**src/rtl/uart_tx_if.sv**
```systemverilog
`default_nettype none
// ============================================================================
//  Module      : uart_tx_if
//  Description : Byte handshake between a producer and the UART transmitter.
//  Revision    : 1.0 - initial release
// ============================================================================
interface uart_tx_if;
    logic [7:0] DATA;
    logic       VALID;
    logic       READY;

    modport master (output DATA, output VALID, input  READY);
    modport slave  (input  DATA, input  VALID, output READY);
endinterface
`default_nettype wire

```
**src/rtl/uart_tx.sv**
```systemverilog
`default_nettype none
// ============================================================================
//  Module      : uart_tx
//  Description : 8-bit UART transmitter, optional parity, 1 or 2 stop bits.
//  Revision    : 1.0 - initial release
// ============================================================================
module uart_tx #(
    parameter int CLKS_PER_BIT = 104,
    parameter int PARITY       = 0,
    parameter int STOP_BITS    = 1
) (
    input  logic      CLK,
    input  logic      RESET,
    uart_tx_if.slave  bus,
    output logic      TXD,
    output logic      BUSY
);

    localparam int                 c_CNT_W     = (CLKS_PER_BIT > 1) ? $clog2(CLKS_PER_BIT) : 1;
    localparam logic [c_CNT_W-1:0] c_TICK_LAST = c_CNT_W'(CLKS_PER_BIT - 1);
    localparam logic               c_ODD       = (PARITY == 2);
    localparam logic               c_HAS_PAR   = (PARITY != 0);
    localparam logic               c_LAST_STOP = 1'(STOP_BITS - 1);

    localparam logic [2:0] c_ST_IDLE   = 3'd0;
    localparam logic [2:0] c_ST_START  = 3'd1;
    localparam logic [2:0] c_ST_DATA   = 3'd2;
    localparam logic [2:0] c_ST_PARITY = 3'd3;
    localparam logic [2:0] c_ST_STOP   = 3'd4;

    logic [2:0]         r_state;
    logic [c_CNT_W-1:0] r_tick;
    logic [2:0]         r_bit_idx;
    logic               r_stop_cnt;
    logic [7:0]         r_shift;
    logic               r_parity;
    logic               r_txd;
    logic               w_line;
    logic               w_bit_done;
    logic               w_idle;

    assign w_idle     = (r_state == c_ST_IDLE);
    assign w_bit_done = (r_tick == c_TICK_LAST);
    assign bus.READY  = w_idle;
    assign BUSY       = ~w_idle;
    assign TXD        = r_txd;

    // Line level for the current state; registered into r_txd one cycle later
    always_comb begin
        w_line = 1'b1;
        case (r_state)
            c_ST_START:  w_line = 1'b0;
            c_ST_DATA:   w_line = r_shift[0];
            c_ST_PARITY: w_line = r_parity;
            default:     w_line = 1'b1;
        endcase
    end

    always_ff @(posedge CLK or posedge RESET) begin
        if (RESET) begin
            r_state    <= c_ST_IDLE;
            r_tick     <= '0;
            r_bit_idx  <= '0;
            r_stop_cnt <= 1'b0;
            r_shift    <= '0;
            r_parity   <= 1'b0;
            r_txd      <= 1'b1;
        end else begin
            r_txd <= w_line;
            case (r_state)
                c_ST_IDLE: begin
                    if (bus.VALID) begin
                        r_shift    <= bus.DATA;
                        r_parity   <= (^bus.DATA) ^ c_ODD;
                        r_tick     <= '0;
                        r_bit_idx  <= '0;
                        r_stop_cnt <= 1'b0;
                        r_state    <= c_ST_START;
                    end
                end
                c_ST_START: begin
                    if (w_bit_done) begin
                        r_tick  <= '0;
                        r_state <= c_ST_DATA;
                    end else begin
                        r_tick <= r_tick + c_CNT_W'(1);
                    end
                end
                c_ST_DATA: begin
                    if (w_bit_done) begin
                        r_tick    <= '0;
                        r_shift   <= r_shift >> 1;
                        r_bit_idx <= r_bit_idx + 3'd1;
                        if (r_bit_idx == 3'd7) begin
                            r_state <= c_HAS_PAR ? c_ST_PARITY : c_ST_STOP;
                        end
                    end else begin
                        r_tick <= r_tick + c_CNT_W'(1);
                    end
                end
                c_ST_PARITY: begin
                    if (w_bit_done) begin
                        r_tick  <= '0;
                        r_state <= c_ST_STOP;
                    end else begin
                        r_tick <= r_tick + c_CNT_W'(1);
                    end
                end
                c_ST_STOP: begin
                    if (w_bit_done) begin
                        r_tick <= '0;
                        if (r_stop_cnt == c_LAST_STOP) begin
                            r_state <= c_ST_IDLE;
                        end else begin
                            r_stop_cnt <= 1'b1;
                        end
                    end else begin
                        r_tick <= r_tick + c_CNT_W'(1);
                    end
                end
                default: r_state <= c_ST_IDLE;
            endcase
        end
    end

endmodule
`default_nettype wire

```
**src/flat_wrapper.sv**
```systemverilog
// flat-port wrapper written by rule: the top's interface ports become plain ports
module uart_tx_flat 
#(
    parameter int CLKS_PER_BIT = 104,
    parameter int PARITY       = 0,
    parameter int STOP_BITS    = 1
)
  (CLK, RESET, TXD, BUSY, bus_DATA, bus_VALID, bus_READY);
  uart_tx_if bus_i ();
  input  logic CLK;
  input  logic RESET;
  output logic TXD;
  output logic BUSY;
  input wire logic [$bits(bus_i.DATA)-1:0] bus_DATA;
  input wire logic [$bits(bus_i.VALID)-1:0] bus_VALID;
  output wire logic [$bits(bus_i.READY)-1:0] bus_READY;
  assign bus_i.DATA = bus_DATA;
  assign bus_i.VALID = bus_VALID;
  assign bus_READY = bus_i.READY;
  uart_tx #(.CLKS_PER_BIT(CLKS_PER_BIT), .PARITY(PARITY), .STOP_BITS(STOP_BITS)) u_core (.CLK(CLK), .RESET(RESET), .bus(bus_i), .TXD(TXD), .BUSY(BUSY));
endmodule
```
**config.mk**
```make
export PLATFORM = sky130hd
export DESIGN_NAME = uart_tx_flat
export DESIGN_NICKNAME = d
export VERILOG_FILES = /design/src/rtl/uart_tx_if.sv /design/src/rtl/uart_tx.sv /design/src/flat_wrapper.sv
export SDC_FILE = /design/constraint.sdc
export NUM_CORES = 1
export LEC_CHECK = 0
export BUFFER_PORTS_ARGS = -buffer_cell sky130_fd_sc_hd__buf_4
export CORE_MARGIN = 2
export CORE_UTILIZATION = 35
export DETAILED_ROUTE_END_ITERATION = 7
export PLACE_DENSITY = 0.55
export SLEW_MARGIN = 40
export SYNTH_ARGS = -nofsm -noshare
export SYNTH_HDL_FRONTEND = slang
export SYNTH_SLANG_ARGS = --single-unit
```
**constraint.sdc**
```tcl
create_clock -name CLK -period 2.3 [get_ports CLK]
set_input_delay 0.46 -clock CLK [delete_from_list [all_inputs] [get_ports CLK]]
set_output_delay 0.46 -clock CLK [all_outputs]
set_load 0.005 [all_outputs]
```
==> results.py, run 1 <==
metrics = {
    "job": {
        "maxCapViolations": 0,
    },
    "timing": {
        "fin_ws_ns": 0.432,
        "relSlewSlack_pct": 58.8,
        "fin_tns_setup_ns": 0,
        "skew_ns": 0.00839,
        "setup_viol": 0,
        "fmax_ghz": 0.535,
        "rsz0062_at_grt": "false",
        "max_slew.worst_pin.slew_ns": 0.614,
        "min_period_ns": 1.87,
        "finalCritPeriodShare_pct": 81.2,
        "final_max_slew_viol_count": 0,
        "hold_violations": 0,
    },
    "synthesis": {
        "syn_nets": 154,
        "synth-edff-count": 0,
        "synth_area_leader_cell": "dfrtp_1",
        "synthFlopType": "dfrtp_1",
        "synth_area_leaders": "dfrtp_1, o22a_1, xnor2_1, a21oi_1, o21a_1",
        "synth-seq-area-share_pct": 41.3,
        "syn_avg_cell_area_um2": 9.97,
        "synth_warnings": 0,
        "async_reset_ff_share_pct": 100,
        "ys_types": 47,
        "synth_top_area_share_pct": 39.4,
        "synth_seq_cells": 23,
        "syn-cell-area_um2": 1400,
        "syn-instance-count": 140,
    },
    "drt": {
        "dr_total_vias": 1123,
        "first_pass_iters": 5,
        "drc": 0,
        "routed_wirelength_mm": 2.86,
        "dr.first_iter.drc_count": 92,
        "wl_per_cell_um": 14.3,
        "ant_nets": 0,
        "via_per_inst": 5.62,
    },
    "pwr": {
        "p_clk_share_pct": 17.1,
        "p_leak_nw": 0.607,
        "p_per_area_nw_per_um2": 982,
        "switching_share_pct": 37.1,
        "pwr-share-seq_pct": 47.6,
        "vdd_drop_max_v": 0.000286,
        "p_sw_mw": 0.569,
        "intPower_mw": 0.966,
        "power_frac_comb_pct": 35.2,
    },
    "run_status": {
        "status": "completed",
    },
    "placed_design": {
        "hpwl_mm": 2.00,
        "place_area_um2": 1510,
        "place.gp.congestion": 0.812,
        "portBuffers": 13,
        "place_ws_ns": 0.517,
    },
    "min_path": {
        "min_path_type": "primary input to async pin",
    },
    "die": {
        "fp.dieW_um": 67.2,
        "num_rows": 22,
        "core_um2": 3740,
        "die-area_um2": 4510,
        "start_util_pct": 37.3,
        "die_y_um": 67.2,
        "ioPinCount": 14,
    },
    "clock_tree": {
        "clkLatencyLatePin_ns": 0.27,
        "cts_hold_buf": 0,
        "cts_buffers": 3,
        "cts_setup_buffers": 0,
        "cts.sinks": 23,
        "clockRootBuffer": "clkbuf_8",
        "htreeDepth": 1,
        "clkTransAtPathRegs_ns": 0.09,
        "ctsResizeCount": 0,
        "tritoncts": "done",
        "cts_max_path_buffers": 2,
    },
    "grt": {
        "grt_max_degree": 24,
        "grtUsageTotal_pct": 15.1,
        "grt_pass1_vias": 1079,
        "grt.overflow.total": 0,
        "grt_pass1_wl_mm": 5.14,
        "antenna_found_initial": 0,
    },
    "setup_path": {
        "critical-path-top-delay-family": "flip-flops",
        "crit_path_top_delay_cell": "dfrtp_1",
        "crit_fanout": 10,
        "start_kind": "flip-flop",
        "critical_path_class": "flip-flop to primary output",
        "path_cells": "nor2_4 -> nand2_2 -> inv_2 -> buf_4",
        "arrival_ns": 1.41,
        "cp.required_ns": 1.84,
        "slowest_delay_ns": 0.52,
        "crit_path_end_kind": "primary output",
        "critPathBufInv": 2,
    },
    "finish": {
        "areaGrowthSynthToFinish_pct": 11.9,
        "fin_util_pct": 41.7,
        "nets": 167,
        "stdcell_area_um2": 1560,
        "diodes": 0,
        "layout-drive-gt1-share_pct": 22.4,
        "layout_common_cells": "dfrtp_1, buf_4, a21oi_1",
        "final_common_cell": "dfrtp_1",
    },
}
layout make-up:
cell class	instances	area, µm²
Multi-Input combinational cell	104	742
Tap cell	48	60.1
Fill cell	388	2180
Inverter	6	22.5
Clock inverter	1	7.51
Clock buffer	3	41.3
Timing Repair Buffer	15	113
Sequential cell	23	577
through the flow:
stage | hold slack (ns) | cells | power (mW)
CTS | 0.238 | 200 | 1.54
floorplan | 0.443 | 140 | 1.14
finish | 0.224 | 200 | 1.53
detailed placement | 0.469 | 196 | 1.27
global route | 0.239 | 200 | 1.67
global placement | 0.467 | 196 | 1.25
path summary, 6_finish.rpt:
check / startpoint / to / slack, ns / depth (start not counted)
max: u_core.r_state[0]$_DFFE_PP0P_ / bus_READY / 0.43 / 4
min: RESET / u_core.r_shift[7]$_DFFE_PP0P_ / 0.22 / 3
max reg2reg: u_core.r_tick[1]$_DFFE_PP0P_ / u_core.r_tick[0]$_DFFE_PP0P_ / 0.49 / 4
min reg2reg: u_core.r_parity$_DFFE_PP0P_ / u_core.r_parity$_DFFE_PP0P_ / 0.49 / 2
max in group asynchronous: RESET / u_core.TXD$_DFF_PP1_ / 1.80 / 3
min in group CLK: bus_DATA[7] / u_core.r_shift[7]$_DFFE_PP0P_ / 0.43 / 3
worst min-delay path: stages:
cell   delay [ns]
buf_4        0.10
inv_1        0.04
buf_4        0.29
registers in the layout, indices dropped and copies added (netlist names):
signal            flops
u_core.r_state        3
u_core.TXD            1
u_core.r_parity       1
u_core.r_shift        8
u_core.r_tick         7
u_core.r_bit_idx      3
cell families after synthesis:
group,after synthesis,share of synthesized area (%)
compound gates,46,23.4
flops,23,41.3
fa+ha+maj,4,3.41
mux,2,2.60
xor+xnor,7,4.39
buf+inv,13,5.56
simple gates,45,19.4
per-layer routing:
layer | GRT usage, % | vias up | routed length, µm
li1 | - | 544 | -
met2 | 23.0 | 20 | 1280
met3 | 2.50 | 5 | 85
met5 | 0 | - | 0
met4 | 8.93 | 0 | 65
met1 | 20.3 | 554 | 1440
synth_stat cells (all sizes together), types with 2 or more instances:
master  instances
dfrtp          22
nand2          13
a21oi          12
nand3          11
o21a            7
o22a            7
xnor2           7
buf             6
inv             6
o21ai           6
nor2            4
ha              3
nor3            3
or2             3
a211oi          2
a311oi          2
and2            2
and3            2
nor3b           2
o211ai          2
power by group through the flow:
| stage | clock [mW] | sequential [mW] | combinational, mW |
|---|---|---|---|
| finish | 0.263 | 0.731 | 0.541 |
| global route | 0.294 | 0.756 | 0.624 |
| CTS | 0.269 | 0.729 | 0.546 |
| detailed placement | 0 | 0.734 | 0.539 |
| global placement | 0 | 0.728 | 0.524 |
| floorplan | 0 | 0.680 | 0.464 |
Power figures use the tool's default switching activity.
==> run 2, diff against run 1 <==
- ABC_AREA: default -> 1
- PLACE_DENSITY: 0.55 -> 0.57
- clock period: 2.3 -> 1.7 ns (I/O delays scaled with it)
==> results.py, run 2 <==
metrics = {
    "run_status": {
        "status": "completed",
    },
    "setup_path": {
        "reg2reg_depth": 8,
        "slowest_delay_ns": 0.39,
        "critical-path-top-delay-family": "simple AND/OR/NAND/NOR gates",
        "cp.required_ns": 1.90,
        "crit_start": "u_core.r_tick[0]$_DFFE_PP0P_",
        "arrival_ns": 1.72,
        "critPathBufInv": 1,
        "crit_fanout": 5,
        "r2r_end": "u_core.r_bit_idx[2]$_DFFE_PP0P_",
        "crit_path_top_delay_cell": "dfrtp_1",
        "cp_common_cell": "nand2_1",
        "critical_path_class": "flip-flop to flip-flop",
        "crit_path_end_kind": "flip-flop",
        "reg2reg_slack_ns": 0.18,
        "start_kind": "flip-flop",
        "crit_end": "u_core.r_bit_idx[2]$_DFFE_PP0P_",
        "r2r-start": "u_core.r_tick[0]$_DFFE_PP0P_",
        "path_depth": 8,
        "path_cells": "ha_2 -> nand2_1 -> nor2_1 -> nand3_2 -> o21ai_4 -> buf_4 -> nand3_1 -> nand2_1",
    },
    "timing": {
        "max_slew.worst_pin.slew_ns": 0.303,
        "setup_viol": 0,
        "fmax_ghz": 0.660,
        "finalCritPeriodShare_pct": 89.2,
        "final_max_slew_viol_count": 0,
        "min_period_ns": 1.52,
        "fin_ws_ns": 0.184,
        "hold_slack_ns": 0.110,
        "fin_tns_setup_ns": 0,
        "hold_violations": 0,
        "relSlewSlack_pct": 79.8,
        "skew_ns": 0.00286,
    },
    "placed_design": {
        "portBuffers": 13,
        "place.gp.congestion": 0.729,
        "place_ws_ns": 0.157,
        "hpwl_mm": 2.00,
    },
    "clock_tree": {
        "cts_max_path_buffers": 2,
        "clkLatencyLatePin_ns": 0.26,
        "clockRootBuffer": "clkbuf_8",
        "tritoncts": "done",
        "htreeDepth": 1,
        "cts_hold_buf": 0,
        "cts.sinks": 23,
        "cts_buffers": 3,
        "clkTransAtPathRegs_ns": 0.08,
    },
    "die": {
        "fp.dieW_um": 67.3,
        "die_y_um": 67.3,
        "start_util_pct": 37.4,
        "num_rows": 22,
        "core_um2": 3740,
        "ioPinCount": 14,
        "die-area_um2": 4530,
    },
    "finish": {
        "n_fill_cell": 416,
        "largest_reg_flops": 8,
        "layout-drive-gt1-share_pct": 21.1,
        "nets": 228,
        "areaGrowthSynthToFinish_pct": 15.0,
        "layout_common_cells": "nand2_1, dfrtp_1, inv_1, buf_4",
        "diodes": 0,
        "reg.largest.list": "u_core.r_shift: 8 flops, u_core.r_tick: 7 flops",
        "final_common_cell": "nand2_1",
        "regMostFlops": "u_core.r_shift",
    },
    "drt": {
        "dr_total_vias": 1160,
        "wl_per_cell_um": 9.79,
        "first_pass_iters": 4,
        "via_per_inst": 4.44,
        "ant_nets": 0,
        "routed_wirelength_mm": 2.56,
        "dr.first_iter.drc_count": 47,
        "drc": 0,
    },
    "grt": {
        "grt_pass1_wl_mm": 4.88,
        "grt_max_degree": 24,
        "grt.overflow.total": 0,
        "grtUsageTotal_pct": 14.3,
        "grt_pass1_vias": 1131,
        "antenna_found_initial": 0,
    },
    "synthesis": {
        "async_reset_ff_share_pct": 100,
        "synth-seq-area-share_pct": 41.2,
        "synth_area_leaders": "dfrtp_1, nand2_1, inv_1, nand2_2, nand3_1",
        "synth_area_leader_cell": "dfrtp_1",
        "syn-instance-count": 195,
        "ys_types": 26,
        "syn-cell-area_um2": 1400,
        "synthFlopType": "dfrtp_1",
        "synth_commonest_cells": "nand2_1, dfrtp_1, inv_1, nand2_2, nand3_1",
        "synth_warnings": 0,
        "synth_top_area_share_pct": 39.3,
        "synth-edff-count": 0,
        "syn_avg_cell_area_um2": 7.19,
        "yosysMostFrequentCell": "nand2_1",
        "synth_seq_cells": 23,
        "syn_nets": 209,
    },
    "pwr": {
        "p_leak_nw": 0.862,
        "p_per_area_nw_per_um2": 611,
        "vdd_drop_max_v": 0.000213,
    },
    "job": {
        "maxCapViolations": 0,
    },
    "min_path": {
        "min_path_type": "primary input to async pin",
    },
}
==> run 2: worst min path at each step <==
stage | cells after the start | slack [ns] | endpoint | start
global route | 3 | 0.14 | u_core.r_shift[7]$_DFFE_PP0P_ | RESET
CTS | 3 | 0.12 | u_core.r_tick[0]$_DFFE_PP0P_ | RESET
floorplan | 1 | 0.34 | u_core.r_bit_idx[0]$_DFFE_PP0P_ | RESET
finish | 3 | 0.11 | u_core.r_tick[2]$_DFFE_PP0P_ | RESET
detailed placement | 3 | 0.41 | u_core.r_tick[0]$_DFFE_PP0P_ | RESET
global placement | 3 | 0.41 | u_core.r_tick[2]$_DFFE_PP0P_ | RESET
==> run 2: kinds of logic (layout without fill, tap and decap cells) <==
kind of cell	count (synthesis)	in the layout	synth area share (%)
simple gates	127	127	40.2
buf+inv	25	43	7.86
flops	23	23	41.2
compound gates	13	13	5.63
xor+xnor	4	4	2.50
fa+ha+maj	3	3	2.68
==> run 2: layout make-up <==
type	count	area (µm²)	area share [%]
repair buffers	17	128	7.92
clock buffers	4	45.0	2.80
multi-input cells	147	717	44.5
inverters	22	85.1	5.28
flip-flops and latches	23	577	35.8
well taps	48	60.1	3.73
==> run 2: worst register-to-register path, delay by kind of cell, from the launching register on <==
family,cells,cell delay [ns]
flip-flops,1,0.39
AND/OR/NAND/NOR,5,0.43
adder cells (fa/ha/maj),1,0.20
AO/OA/AOI/OAI,1,0.25
buffers and inverters,1,0.18
==> run 2: power by group <==
part / total (mW) / switching [mW] / internal [mW] / leakage (nW)
clock network: 0.340 / 0.173 / 0.167 / 0.0228
logic: 0.0897 / 0.0496 / 0.0400 / 0.579
registers: 0.555 / 0.00186 / 0.553 / 0.260
==> run 2: metal layers <==
metal / vias up / global-route usage (%) / share of wire [%]
met4: 0 / 6.12 / 1.1
met1: 504 / 19.9 / 49
met2: 18 / 22.3 / 45
li1: 636 / - / -
met5: - / 0 / 0
met3: 2 / 2.00 / 4.3
==> run 2: through the flow <==
stage	power, mW	area [µm²]	util, %	instances
after floorplan	0.619	1400	-	195
after global placement	0.658	1550	41.5	256
after detailed placement	0.658	1550	41.5	256
after CTS	1.00	1600	42.7	260
after global routing	1.05	1610	43.0	261
final	0.985	1610	43.0	261
==> run 2: repair_timing <==
item | CTS | global route
setup buffers | 0 | 1
endpoints found under the setup margin | 0 | 11
gates resized for setup | 0 | 2
==> run 3, diff against run 2 <==
- ABC_CLOCK_PERIOD_IN_PS: default -> 1700
- GPL_TIMING_DRIVEN: default -> 0
- TNS_END_PERCENT: default -> 1
==> results.py, run 3 (synthesized netlist as in run 2, its figures left out) <==
metrics = {
    "drt": {
        "routed_wirelength_mm": 2.65,
        "drc": 0,
        "wl_per_cell_um": 10.2,
        "via_per_inst": 4.37,
        "ant_nets": 0,
        "dr_total_vias": 1135,
        "dr.first_iter.drc_count": 28,
        "first_pass_iters": 4,
    },
    "grt": {
        "grtUsageTotal_pct": 14.1,
        "grt_pass1_wl_mm": 4.84,
        "grt.overflow.total": 0,
        "top_usage_layer": "met2",
        "antenna_found_initial": 0,
        "grt_use_met2_pct": 22.2,
        "met1_usage_pct": 19.9,
        "grt_pass1_vias": 1121,
        "met3_usage_pct": 1.50,
        "grt_max_degree": 24,
    },
    "die": {
        "fp.dieW_um": 67.3,
        "die_y_um": 67.3,
        "core_um2": 3740,
        "die-area_um2": 4530,
        "num_rows": 22,
        "start_util_pct": 37.4,
        "ioPinCount": 14,
    },
    "finish": {
        "layout-drive-gt1-share_pct": 21.2,
        "nets": 227,
        "stdcell_count": 260,
        "layout_common_cells": "nand2_1, dfrtp_1, inv_1",
        "regMostFlops": "u_core.r_shift",
        "reg.largest.list": "u_core.r_shift: 8 flops, u_core.r_tick: 7 flops",
        "areaGrowthSynthToFinish_pct": 14.6,
        "largest_reg_flops": 8,
        "diodes": 0,
        "stdcell_area_um2": 1610,
        "n_fill_cell": 425,
        "final_common_cell": "nand2_1",
    },
    "timing": {
        "final_max_slew_viol_count": 0,
        "finalCritPeriodShare_pct": 89.8,
        "min_period_ns": 1.53,
        "fmax_ghz": 0.655,
        "setup_viol": 0,
        "fin_tns_setup_ns": 0,
        "hold_slack_ns": 0.0861,
        "relSlewSlack_pct": 67.2,
        "max_slew.worst_pin.slew_ns": 0.491,
        "skew_ns": 0.00982,
        "hold_violations": 0,
        "rsz0062_at_grt": "false",
    },
    "clock_tree": {
        "cts_setup_buffers": 0,
        "ctsResizeCount": 0,
        "tritoncts": "done",
        "clkTransAtPathRegs_ns": 0.09,
        "htreeDepth": 1,
        "clockRootBuffer": "clkbuf_8",
        "cts_buffers": 3,
        "cts_hold_buf": 0,
        "clkLatencyLatePin_ns": 0.27,
        "cts.sinks": 23,
        "cts_max_path_buffers": 2,
    },
    "setup_path": {
        "crit_path_top_delay_cell": "dfrtp_1",
        "critical_path_class": "flip-flop to flip-flop",
        "r2r-start": "u_core.r_tick[0]$_DFFE_PP0P_",
        "reg2reg_slack_ns": 0.17,
        "critPathBufInv": 2,
        "arrival_ns": 1.68,
        "r2r_end": "u_core.r_bit_idx[0]$_DFFE_PP0P_",
        "reg2reg_depth": 9,
        "start_kind": "flip-flop",
        "slowest_delay_ns": 0.40,
        "crit_fanout": 10,
        "cp_common_cell": "nand2_1",
        "cp.required_ns": 1.86,
        "crit_path_end_kind": "flip-flop",
        "path_cells": "ha_1 -> nand2_1 -> nor2_1 -> nand3_2 -> o21ai_4 -> inv_2 -> buf_6 -> nand2_1 -> nand2_1",
        "critical-path-top-delay-family": "simple AND/OR/NAND/NOR gates",
    },
    "placed_design": {
        "place_area_um2": 1560,
        "portBuffers": 13,
        "place_inst": 256,
        "hpwl_mm": 2.01,
        "place.gp.congestion": 0.721,
    },
    "pwr": {
        "p_leak_nw": 0.862,
        "p_total_mw": 0.992,
        "vdd_drop_max_v": 0.000413,
        "p_per_area_nw_per_um2": 618,
    },
    "job": {
        "maxCapViolations": 0,
    },
    "run_status": {
        "status": "completed",
    },
    "min_path": {
        "min_path_type": "primary input to async pin",
    },
}
[run 3: cell types whose count changed in the layout (fill, tap and decap cells not counted), sizes merged]
cell,before,now
buf,17,16
clkinv,0,1
clkbuf,4,3
[run 3: final cells by class]
class / instances / area [µm²] / area share [%]
multi-input combinational: 147 / 714 / 44.5
tap: 48 / 60.1 / 3.74
buffer: 3 / 27.5 / 1.71
clock buffer: 3 / 41.3 / 2.57
inverter: 22 / 82.6 / 5.14
timing repair buffer: 13 / 97.6 / 6.08
clock inverter: 1 / 5.00 / 0.312
sequential: 23 / 577 / 35.9
[run 3: worst reg2reg max path: stages (launching register included)]
cell and delay [ns]:
dfrtp_1 0.40, ha_1 0.20, nand2_1 0.08, nor2_1 0.13, nand3_2 0.13, o21ai_4 0.17, inv_2 0.06, buf_6 0.15
nand2_1 0.06, nand2_1 0.05
[run 3: layer usage]
layer	share of wire, %	routed length, µm	vias up
met1	54	1430	486
met4	1.5	40	0
li1	-	-	628
met5	0	0	-
met2	42	1120	17
met3	2.5	66	4
[run 3: how the worst max path moves through the flow]
stage	start	to	slack, ns	cells past startpoint
2_1_floorplan	u_core.r_tick[0]$_DFFE_PP0P_	u_core.r_bit_idx[0]$_DFFE_PP0P_	0.32	9
3_3_place_gp	u_core.r_tick[0]$_DFFE_PP0P_	u_core.r_shift[3]$_DFFE_PP0P_	0.20	9
3_5_place_dp	u_core.r_tick[0]$_DFFE_PP0P_	u_core.r_bit_idx[0]$_DFFE_PP0P_	0.20	9
4_1_cts	u_core.r_tick[0]$_DFFE_PP0P_	u_core.r_bit_idx[0]$_DFFE_PP0P_	0.17	9
5_1_grt	u_core.r_tick[0]$_DFFE_PP0P_	u_core.r_bit_idx[0]$_DFFE_PP0P_	0.001	9
6_report	u_core.r_tick[0]$_DFFE_PP0P_	u_core.r_bit_idx[0]$_DFFE_PP0P_	0.17	9
[run 3: power breakdown]
group | internal (mW) | switching (mW) | total, mW
combinational | 0.0386 | 0.0505 | 0.0891
sequential | 0.553 | 0.00185 | 0.555
clock | 0.164 | 0.185 | 0.348
total | 0.755 | 0.237 | 0.992
[run 3: stage by stage]
| stage | setup slack (ns) | utilization [%] |
|---|---|---|
| floorplan | 0.318 | - |
| global placement | 0.201 | 41.6 |
| detailed placement | 0.196 | 41.6 |
| CTS | 0.171 | 42.9 |
| global route | 0.000965 | 42.9 |
| finish | 0.173 | 42.9 |
